==> config.mk <==
export PLATFORM = sky130hd
export DESIGN_NAME = serial_query_responder_flat
export DESIGN_NICKNAME = d
export VERILOG_FILES = /design/src/rtl/serial_query_responder_pkg.sv /design/src/rtl/serial_query_responder_if.sv /design/src/rtl/serial_query_responder_frame_mux.sv /design/src/rtl/serial_query_responder.sv /design/src/flat_wrapper.sv
export SDC_FILE = /design/constraint.sdc
export NUM_CORES = 1
export LEC_CHECK = 0
export BUFFER_PORTS_ARGS = -buffer_cell sky130_fd_sc_hd__buf_2
export CAP_MARGIN = 10
export CORE_MARGIN = 3
export CORE_UTILIZATION = 35
export CTS_BUF_LIST = sky130_fd_sc_hd__clkbuf_4
export DETAILED_ROUTE_END_ITERATION = 6
export PLACE_DENSITY = 0.67
export SETUP_SLACK_MARGIN = 0.3
export SYNTH_ARGS = -nofsm -noshare
export SYNTH_HDL_FRONTEND = slang
export SYNTH_SLANG_ARGS = --single-unit
==> constraint.sdc <==
create_clock -name CLK_50 -period 2.39 [get_ports CLK_50]
set_input_delay 0.1195 -clock CLK_50 [delete_from_list [all_inputs] [get_ports CLK_50]]
set_output_delay 0.1195 -clock CLK_50 [all_outputs]
set_load 0.01 [all_outputs]
==> src/rtl/serial_query_responder_pkg.sv <==
// Shared types and constants for the serial query responder: FSM states,
// default protocol bytes and small elaboration-time helpers.
package serial_query_responder_pkg;

  localparam logic [7:0] DEFAULT_CMD_BASE = 8'h78;
  localparam logic [7:0] DEFAULT_HEADER   = 8'hA5;
  localparam logic [7:0] DEFAULT_NAK_BYTE = 8'h15;

  typedef enum logic [2:0] {
    ST_IDLE,
    ST_LATCH,
    ST_LOAD,
    ST_START,
    ST_GAP,
    ST_WAIT
  } stateT;

  // A single channel still needs a one-bit select port.
  function automatic int chanWidth(input int nChan);
    return (nChan > 1) ? $clog2(nChan) : 1;
  endfunction

  function automatic logic isValidCmd(input logic [7:0] cmd, input logic [7:0] base,
                                      input int nChan);
    int offset;
    offset = int'({24'd0, cmd}) - int'({24'd0, base});
    return (offset >= 0) && (offset < nChan);
  endfunction

endpackage

==> src/rtl/serial_query_responder_if.sv <==
// UART-side link of the responder: received-byte strobe in, transmit
// start/data out, transmitter busy back.
interface serial_query_responder_if;

  logic [7:0] rx_data;
  logic       rx_valid;
  logic       tx_busy;
  logic       tx_start;
  logic [7:0] tx_data;

  // Responder side: drives the transmitter, consumes the receiver.
  modport master (
    input  rx_data,
    input  rx_valid,
    input  tx_busy,
    output tx_start,
    output tx_data
  );

  // UART side: async_receiver / async_transmitter pair.
  modport slave (
    output rx_data,
    output rx_valid,
    output tx_busy,
    input  tx_start,
    input  tx_data
  );

endinterface

==> src/rtl/serial_query_responder_frame_mux.sv <==
// Combinational frame byte select: header, channel index, snapshot sample
// bytes (LSB first), checksum; or the NAK byte for an unrecognised command.
module serial_query_responder_frame_mux
  import serial_query_responder_pkg::*;
#(
  parameter int         SAMPLE_W    = 16,
  parameter int         CNT_W       = 3,
  parameter bit         CHECKSUM_EN = 1'b1,
  parameter logic [7:0] HEADER      = DEFAULT_HEADER,
  parameter logic [7:0] NAK_BYTE    = DEFAULT_NAK_BYTE
) (
  input  logic [CNT_W-1:0]    byteCnt,
  input  logic                cmdValid,
  input  logic [7:0]          cmdIdx,
  input  logic [SAMPLE_W-1:0] shadow,
  input  logic [7:0]          checksum,
  output logic [7:0]          frameByte,
  output logic                isChecksumByte
);

  localparam int               N_BYTES  = SAMPLE_W / 8;
  localparam logic [CNT_W-1:0] CSUM_CNT = CNT_W'(N_BYTES + 2);

  always_comb begin
    // NOTE: every output of a combinational block gets a default first so no path infers a latch.
    frameByte      = NAK_BYTE;
    isChecksumByte = 1'b0;
    if (cmdValid) begin
      // Anything past the sample bytes is the checksum slot.
      frameByte = checksum;
      if (byteCnt == '0) begin
        frameByte = HEADER;
      end else if (byteCnt == CNT_W'(1)) begin
        frameByte = cmdIdx;
      end
      for (int b = 0; b < N_BYTES; b++) begin
        if (byteCnt == CNT_W'(b + 2)) begin
          frameByte = shadow[b*8 +: 8];
        end
      end
      isChecksumByte = CHECKSUM_EN && (byteCnt == CSUM_CNT);
    end
  end

endmodule

==> src/rtl/serial_query_responder.sv <==
// UART query/response engine: decodes a one-byte channel query, snapshots the
// selected sample and returns it as a framed byte stream through the transmitter.
module serial_query_responder
  import serial_query_responder_pkg::*;
#(
  parameter int         N_CHAN      = 3,
  parameter int         SAMPLE_W    = 16,
  parameter logic [7:0] CMD_BASE    = DEFAULT_CMD_BASE,
  parameter logic [7:0] HEADER      = DEFAULT_HEADER,
  parameter logic [7:0] NAK_BYTE    = DEFAULT_NAK_BYTE,
  parameter bit         CHECKSUM_EN = 1'b1
) (
  input  logic                           CLK_50,
  input  logic                           iRSTN,
  serial_query_responder_if.master       uart,
  input  logic [N_CHAN*SAMPLE_W-1:0]     samples,
  output logic [chanWidth(N_CHAN)-1:0]   chan_sel,
  output logic                           frame_busy,
  output logic                           overrun
);

  localparam int               N_BYTES        = SAMPLE_W / 8;
  localparam int               CNT_W          = $clog2(N_BYTES + 3);
  localparam int               CHAN_W         = chanWidth(N_CHAN);
  localparam logic [CNT_W-1:0] LAST_VALID_CNT = CNT_W'(N_BYTES + 1 + int'(CHECKSUM_EN));

  stateT               state;
  stateT               stateNext;
  logic [7:0]          cmdReg;
  logic [7:0]          pendByte;
  logic                pendValid;
  logic [SAMPLE_W-1:0] shadow;
  logic [SAMPLE_W-1:0] selSample;
  logic [7:0]          checksum;
  logic [7:0]          frameByte;
  logic                isChecksumByte;
  logic [CNT_W-1:0]    byteCnt;
  logic [CNT_W-1:0]    lastCnt;
  logic                cmdValid;
  logic [7:0]          cmdIdx;

  logic acceptCmd;
  logic fromPending;
  logic startPulse;
  logic advance;
  logic finish;
  logic consumePending;
  logic captureRx;

  assign cmdValid = isValidCmd(cmdReg, CMD_BASE, N_CHAN);
  assign cmdIdx   = cmdReg - CMD_BASE;
  assign lastCnt  = cmdValid ? LAST_VALID_CNT : '0;

  always_comb begin
    selSample = '0;
    for (int k = 0; k < N_CHAN; k++) begin
      if (cmdIdx == 8'(k)) begin
        selSample = samples[k*SAMPLE_W +: SAMPLE_W];
      end
    end
  end

  // NOTE: sequential state uses non-blocking assignments so every flop samples pre-edge values.
  always_ff @(posedge CLK_50 or negedge iRSTN) begin
    if (!iRSTN) begin
      state <= ST_IDLE;
    end else begin
      state <= stateNext;
    end
  end

  always_comb begin
    stateNext   = state;
    acceptCmd   = 1'b0;
    fromPending = 1'b0;
    startPulse  = 1'b0;
    advance     = 1'b0;
    finish      = 1'b0;
    unique case (state)
      ST_IDLE: begin
        if (pendValid) begin
          acceptCmd   = 1'b1;
          fromPending = 1'b1;
          stateNext   = ST_LATCH;
        end else if (uart.rx_valid) begin
          acceptCmd = 1'b1;
          stateNext = ST_LATCH;
        end
      end
      ST_LATCH: stateNext = ST_LOAD;
      ST_LOAD:  stateNext = ST_START;
      ST_START: begin
        if (!uart.tx_busy) begin
          startPulse = 1'b1;
          stateNext  = ST_GAP;
        end
      end
      // The transmitter raises busy one cycle after start; skip that blind cycle.
      ST_GAP:   stateNext = ST_WAIT;
      ST_WAIT: begin
        if (!uart.tx_busy) begin
          if (byteCnt != lastCnt) begin
            advance   = 1'b1;
            stateNext = ST_LOAD;
          end else if (pendValid) begin
            acceptCmd   = 1'b1;
            fromPending = 1'b1;
            stateNext   = ST_LATCH;
          end else begin
            finish    = 1'b1;
            stateNext = ST_IDLE;
          end
        end
      end
      default: stateNext = ST_IDLE;
    endcase
  end

  // A received byte goes to the pending slot unless it is taken directly from IDLE.
  assign consumePending = acceptCmd && fromPending;
  assign captureRx      = uart.rx_valid && !(acceptCmd && !fromPending);

  always_ff @(posedge CLK_50 or negedge iRSTN) begin
    if (!iRSTN) begin
      cmdReg     <= '0;
      frame_busy <= 1'b0;
      pendByte   <= '0;
      pendValid  <= 1'b0;
      overrun    <= 1'b0;
    end else begin
      if (acceptCmd) begin
        cmdReg     <= fromPending ? pendByte : uart.rx_data;
        frame_busy <= 1'b1;
      end else if (finish) begin
        frame_busy <= 1'b0;
      end

      if (captureRx) begin
        pendByte  <= uart.rx_data;
        pendValid <= 1'b1;
        if (pendValid && !consumePending) begin
          overrun <= 1'b1;
        end
      end else if (consumePending) begin
        pendValid <= 1'b0;
      end
    end
  end

  // NOTE: the shadow is a plain register, not a memory array, so it is reset with everything else.
  always_ff @(posedge CLK_50 or negedge iRSTN) begin
    if (!iRSTN) begin
      chan_sel      <= '0;
      shadow        <= '0;
      checksum      <= '0;
      byteCnt       <= '0;
      uart.tx_start <= 1'b0;
      uart.tx_data  <= '0;
    end else begin
      uart.tx_start <= startPulse;

      if (state == ST_LATCH) begin
        if (cmdValid) begin
          chan_sel <= cmdIdx[CHAN_W-1:0];
          shadow   <= selSample;
        end
        checksum <= '0;
        byteCnt  <= '0;
      end

      if (state == ST_LOAD) begin
        uart.tx_data <= frameByte;
        if (!isChecksumByte) begin
          checksum <= checksum ^ frameByte;
        end
      end

      if (advance) begin
        byteCnt <= byteCnt + CNT_W'(1);
      end
    end
  end

  serial_query_responder_frame_mux #(
    .SAMPLE_W    (SAMPLE_W),
    .CNT_W       (CNT_W),
    .CHECKSUM_EN (CHECKSUM_EN),
    .HEADER      (HEADER),
    .NAK_BYTE    (NAK_BYTE)
  ) u_frame_mux (
    .byteCnt        (byteCnt),
    .cmdValid       (cmdValid),
    .cmdIdx         (cmdIdx),
    .shadow         (shadow),
    .checksum       (checksum),
    .frameByte      (frameByte),
    .isChecksumByte (isChecksumByte)
  );

endmodule

==> src/flat_wrapper.sv <==
// flat-port wrapper written by rule: the top's interface ports become plain ports
module serial_query_responder_flat import serial_query_responder_pkg::*;
#(
  parameter int         N_CHAN      = 3,
  parameter int         SAMPLE_W    = 16,
  parameter logic [7:0] CMD_BASE    = DEFAULT_CMD_BASE,
  parameter logic [7:0] HEADER      = DEFAULT_HEADER,
  parameter logic [7:0] NAK_BYTE    = DEFAULT_NAK_BYTE,
  parameter bit         CHECKSUM_EN = 1'b1
)
  (CLK_50, iRSTN, samples, chan_sel, frame_busy, overrun, uart_rx_data, uart_rx_valid, uart_tx_busy, uart_tx_start, uart_tx_data);
  serial_query_responder_if uart_i ();
  input  logic CLK_50;
  input  logic iRSTN;
  input  logic [N_CHAN*SAMPLE_W-1:0] samples;
  output logic [chanWidth(N_CHAN)-1:0] chan_sel;
  output logic frame_busy;
  output logic overrun;
  input wire logic [$bits(uart_i.rx_data)-1:0] uart_rx_data;
  input wire logic [$bits(uart_i.rx_valid)-1:0] uart_rx_valid;
  input wire logic [$bits(uart_i.tx_busy)-1:0] uart_tx_busy;
  output wire logic [$bits(uart_i.tx_start)-1:0] uart_tx_start;
  output wire logic [$bits(uart_i.tx_data)-1:0] uart_tx_data;
  assign uart_i.rx_data = uart_rx_data;
  assign uart_i.rx_valid = uart_rx_valid;
  assign uart_i.tx_busy = uart_tx_busy;
  assign uart_tx_start = uart_i.tx_start;
  assign uart_tx_data = uart_i.tx_data;
  serial_query_responder #(.N_CHAN(N_CHAN), .SAMPLE_W(SAMPLE_W), .CMD_BASE(CMD_BASE), .HEADER(HEADER), .NAK_BYTE(NAK_BYTE), .CHECKSUM_EN(CHECKSUM_EN)) u_core (.CLK_50(CLK_50), .iRSTN(iRSTN), .uart(uart_i), .samples(samples), .chan_sel(chan_sel), .frame_busy(frame_busy), .overrun(overrun));
endmodule
After elaboration in Yosys (flattened, before gate mapping)
Cells that the tools add are included.
{ "classes": {"eq_ne": 15, "n_lt_le_gt_ge": 2, "n_mux": 43, "n_addsub": 3, "bitwise": 1, "reduce_logical": 17} }
{ "op_table": {"columns": ["operator", "count"], "rows": [
  ["$mux W8", 9],
  ["$mux W16", 3],
  ["$ge A32 B1 Y1 const B", 1],
  ["$lt A32 B3 Y1 const B", 1],
  ["$mux W3", 8],
  ["$mux W1", 20],
  ["$pmux W3 S6", 1],
  ["$eq A3 B2 Y1 const B", 4],
  ["$eq A3 B3 Y1 const B", 3],
  ["$sub A8 B7 Y9 const B", 1],
  ["$eq A8 B1 Y1 const B", 1],
  ["$eq A8 B2 Y1 const B", 1],
  ["$logic_not A8 Y1", 1],
  ["$sub A8 B7 Y8 const B", 1],
  ["$xor A8 B8 Y8", 1],
  ["$eq A3 B1 Y1 const B", 2],
  ["$logic_not A3 Y1", 2],
  ["$reduce_bool A2 Y1", 3],
  ["$logic_and A1 B1 Y1", 5],
  ["$ne A2 B2 Y1 const B", 2],
  ["$pmux W1 S2", 2],
  ["$reduce_and A2 Y1", 2],
  ["$add A3 B1 Y3 const B", 1],
  ["$logic_not A1 Y1", 3],
  ["other kinds (3)", 3]
]} }
{ "word_totals": {"word_cells": 93, "out_inout_bits": 13, "ff_bits": 60, "input_bits": 60} }

Depth between registers and ports, before layout
{ "logic_depth": {"word_depth": 13, "depth_mapped": 9} }

Hierarchy
A second synthesis with hierarchy kept.
{ "hier_totals": {"cells_unflattened": 323, "hier_area_um2": 3405.8} }
{ "by_module_without_submodules": {"columns": ["mod", "area_each_um2", "instances", "cells_per_inst", "seq_area_each_um2"], "rows": [
  ["serial_query_responder", 3076.7, 1, 264, 1501.4],
  ["serial_query_responder_frame_mux", 329.1, 1, 59, 0.0]
]} }

Worst setup path after synthesis
No wires, ideal clock.
{ "synth_timing": {"kind": "reg-to-reg", "start": "register u_core.cmdReg[3]", "end": "register u_core.cmdReg[2]", "path_slack_ns": -0.262, "stages_incl_launch_ff": 10, "path_buffers": 2, "required_ns": 2.264, "synth_period_minus_slack_ns": 2.652, "arrival_ns": 2.526, "setup_ns": 0.126, "path_cell_list": "dfrtp_1 ha_1 or2_1 a311o_1 or3_1 buf_2 a211oi_2 nor2b_1 buf_6 a221o_1"} }
{ "synth_between": {"elab_chain_len": 9, "elab_cells_between_ends": 11} }
{ "synth_rtl": {"columns": ["item", "line_no", "text"], "rows": [
  ["start: declaration", "serial_query_responder.sv:29", "logic [7:0] cmdReg;"],
  ["start signal: assignment", "serial_query_responder.sv:132", "cmdReg <= fromPending ? pendByte : uart.rx_data;"],
  ["$sub A8 B7 Y9 (*)", "serial_query_responder_pkg.sv:26", "offset = int'({24'd0, cmd}) - int'({24'd0, base});"],
  ["$ge A32 B1 Y1 / $lt A32 B3 Y1 (equally long branches)", "serial_query_responder_pkg.sv:27", "return (offset >= 0) && (offset < nChan);"],
  ["$logic_and A1 B1 Y1 (*)", "serial_query_responder_pkg.sv:27", null],
  ["$mux W3 (*)", "serial_query_responder.sv:52", "assign lastCnt = cmdValid ? LAST_VALID_CNT : '0;"],
  ["$ne A3 B3 Y1 (*)", "serial_query_responder.sv:102", "if (byteCnt != lastCnt) begin"],
  ["$mux W1 (*)", "serial_query_responder.sv:102", null],
  ["$mux W1 (*)", "serial_query_responder.sv:101", "if (!uart.tx_busy) begin"],
  ["$pmux W1 S2", "serial_query_responder.sv:79", "unique case (state)"],
  ["$mux W8", "serial_query_responder.sv:132", null]
]} }
Mark *: on every way between the ends. The rest lies on a longest branch, timed or not.
A chain may end at the register's enable or synchronous reset.

Worst setup path in the final report
Ends and elaborated chain as after synthesis.

==> results.ini <==
[outcome]
status = finished, violations left
violations = setup timing

[synth]
synth_top_family_by_area = compound AO/OA/AOI/OAI gates
ys_types = 55
syn_avg_cell_area_um2 = 9.41
synth-async-reset-ratio = 1.00
ys_warn_count = 0
yosys.area.top_type = dfrtp_1
synth-simple-area-share = 0.185
synth-seq-cells = 60
ys.flop_type = dfrtp_1
synth_area_leaders = dfrtp_1, mux2i_1, nand2_1
synthAdderAreaFrac = 0.0220
synth.area.mux_share = 0.107
synth_xor_area_frac = 0.00770
synth_compound_area_frac = 0.200
ys_seq_area_frac = 0.440
netlist_instances = 363
syn_area_um2 = 3410
yosysTopAreaCellShare = 0.440
synthesis.nets = 429
synth-edff-count = 0

[cells_and_area]
final_common_cell = buf_2
drive_gt1_frac = 0.405
final_nets = 543
n_antenna_cell = 0
area_growth_pct = 42.5
most-common-layout-cells = buf_2, dfrtp_1, nand2_1
finish.instance_area_um2 = 4870
final_cells = 611

[hold_path]
min_to = u_core.shadow[0]$_DFFE_PN0P_
holdPathStages = 3
hold_start = samples[16]
hold_path.class = primary input to flop

[timing]
slew_violations = 0
setup_tns_ns = -0.494
post-route-period-util = 1.03
relSlewSlack = 0.514
min_period_ns = 2.46
rsz0062_at_grt = true
max_freq_mhz = 407
worst_slack_ns = -0.0664
fin_hold_ws_ns = 0.0515
skew_ns = 0.00891
worstMarginPinSlew_ns = 0.729
hold_viol = 0
setup_viol = 12

[placement]
place_hpwl_um = 6290
place_area_um2 = 4120
dp_slack_ns = -0.0949
dp.cells = 571
place_congestion = 0.866
io_buffers = 72

[grt]
grt_pass1_vias = 3097
antenna_found_initial = 0
grt_max_degree = 33
grt_pass1_wl_um = 15200
grt_usage = 0.171
grt_overflow = 0

[pwr]
intPower_uw = 2620
netSwitchingPower_uw = 1750
comb_power_share = 0.480
clkPwrFrac = 0.167
pwr-share-seq = 0.352
p_per_area_nw_per_um2 = 897
vdd_ir_drop_max_mv = 0.474
leakagePower_uw = 0.00219
switching_share = 0.400

[route]
num_vias = 3230
routed_wl_um = 9380
drtPass1Iterations = 5
dr_wl_met2_um = 4440
top_layer = met4
wl_met1_um = 4220
drcViolationCount = 0
final_antenna_net_count = 0
first_iter_violations = 198
wl_per_cell_um = 15.3
via_per_inst = 5.29
dr_wl_met3_um = 553

[worst_setup_path]
slowest_delay_ns = 0.40
cp_top_family = compound AO/OA/AOI/OAI gates
cp_slowest_cell = dfrtp_1
worstRegToRegCells = 7
r2r_end = u_core.cmdReg[2]$_DFFE_PN0N_
worstSetupPathType = flop to flop
critical_path.max_fanout = 8
cp-start-kind = flop
crit_buf_inv = 0
rrSetupSlack_ns = -0.07
endpoint_kind = flop
timing.rr.start = u_core.cmdReg[3]$_DFFE_PN0N_
path_cells = ha_2 -> or2_1 -> a311o_1 -> or3_4 -> a211oi_4 -> nor2b_4 -> a221o_1
critPathRequiredTime_ns = 2.69
critPathArrivalTime_ns = 2.76

[floorplanning]
rows = 35
start_util = 0.364
dieArea_um2 = 11000
core_area_um2 = 9370
die_y_um = 105
die_x_um = 105
io_pins = 73

[clocking]
clockRootBuffer = clkbuf_4
clk_latency_ns = 0.42
path_clk_slew_ns = 0.11
tritoncts = built
numCtsBuffers = 9
clock_path_buffers = 2
cts.htree.levels = 3
clock-sinks = 60

[run]
cap_violations = 0

final cells by class:
type / instances / area, um^2
clock buffers: 11 / 82.6
clock inverters: 5 / 52.6
fillers: 878 / 4510
inverters: 7 / 26.3
multi-input cells: 272 / 2080
flip-flops and latches: 60 / 1500
well taps: 129 / 161
repair buffers: 127 / 957
worst max path at each step:
stage	from	endpoint	slack (ns)	cells after the start
3_5_place_dp	u_core.cmdReg[3]$_DFFE_PN0N_	u_core.cmdReg[2]$_DFFE_PN0N_	-0.09	8
2_1_floorplan	u_core.cmdReg[3]$_DFFE_PN0N_	u_core.cmdReg[2]$_DFFE_PN0N_	-0.22	9
3_3_place_gp	u_core.cmdReg[3]$_DFFE_PN0N_	u_core.cmdReg[3]$_DFFE_PN0N_	-0.009	8
4_1_cts	u_core.cmdReg[3]$_DFFE_PN0N_	u_core.cmdReg[3]$_DFFE_PN0N_	-0.002	7
5_1_grt	u_core.cmdReg[3]$_DFFE_PN0N_	u_core.cmdReg[3]$_DFFE_PN0N_	-0.13	7
6_report	u_core.cmdReg[3]$_DFFE_PN0N_	u_core.cmdReg[2]$_DFFE_PN0N_	-0.07	7
logic make-up (layout without fill, tap and decap cells):
logic type,count (synthesis),count (layout)
AOI/OAI and AO/OA,98,98
and+or+nand+nor,130,130
xor gates and xnor gates,3,3
buffers and inverters,31,150
adders and majority gates,6,6
muxes,35,35
DFF,60,60
timing repair:
item / in CTS / in global routing
setup buffers: 5 / 4
hold buffers: 10 / 0
setup endpoints to repair: 43 / 50
pin swaps: 11 / 6
resized for setup: 52 / 16
hold endpoints to repair: 39 / 0
gates cloned: 5 / 0
sequential cells by signal, indices dropped and copies added (netlist names):
name	cells
u_core.overrun	1
u_core.state	3
u_core.uart.tx_start	1
u_core.shadow	16
u_core.chan_sel	2
u_core.frame_busy	1
u_core.uart.tx_data	8
u_core.byteCnt	3
u_core.cmdReg	8
u_core.pendByte	8
u_core.checksum	8
u_core.pendValid	1
synthesized netlist by cell type (3+ instances only):
| cell | instances |
|---|---|
| a21oi_1 | 25 |
| a221o_1 | 8 |
| a31oi_1 | 3 |
| and2_1 | 8 |
| buf_1 | 5 |
| clkbuf_1 | 16 |
| dfrtp_1 | 60 |
| ha_1 | 6 |
| inv_1 | 7 |
| mux2_2 | 12 |
| mux2i_1 | 23 |
| nand2_1 | 49 |
| nand2b_1 | 7 |
| nand3_1 | 6 |
| nor2_1 | 31 |
| nor2b_1 | 4 |
| nor3_1 | 3 |
| o211ai_1 | 4 |
| o21ai_0 | 14 |
| o22ai_1 | 4 |
| o31ai_1 | 18 |
| or2_2 | 4 |
layer usage:
metal / vias to the layer above / GRT usage
li1: 1544 / -
met1: 1546 / 0.228
met2: 120 / 0.273
met3: 20 / 0.0389
met4: 0 / 0.0637
met5: - / 0
metrics by stage:
stage | utilization | power [uW]
final | 0.519 | 4360
after global routing | 0.519 | 4680
after CTS | 0.509 | 4290
after detailed placement | 0.440 | 3310
after global placement | 0.440 | 3260
after floorplan | - | 2740
power by group through the flow:
stage          clock, uW  combinational [uW]  sequential [uW]
2_1_floorplan          0                1250             1490
3_3_place_gp           0                1720             1530
3_5_place_dp           0                1780             1530
4_1_cts              738                2020             1530
5_1_grt              788                2310             1580
6_report             730                2100             1540
worst reg2reg max path: stages, from the launching register on:
cell and delay, ns:
dfrtp_1 0.40, ha_2 0.20, or2_1 0.23, a311o_1 0.35, or3_4 0.40, a211oi_4 0.31
nor2b_4 0.11, a221o_1 0.36
(Power assumes the default switching activity.)
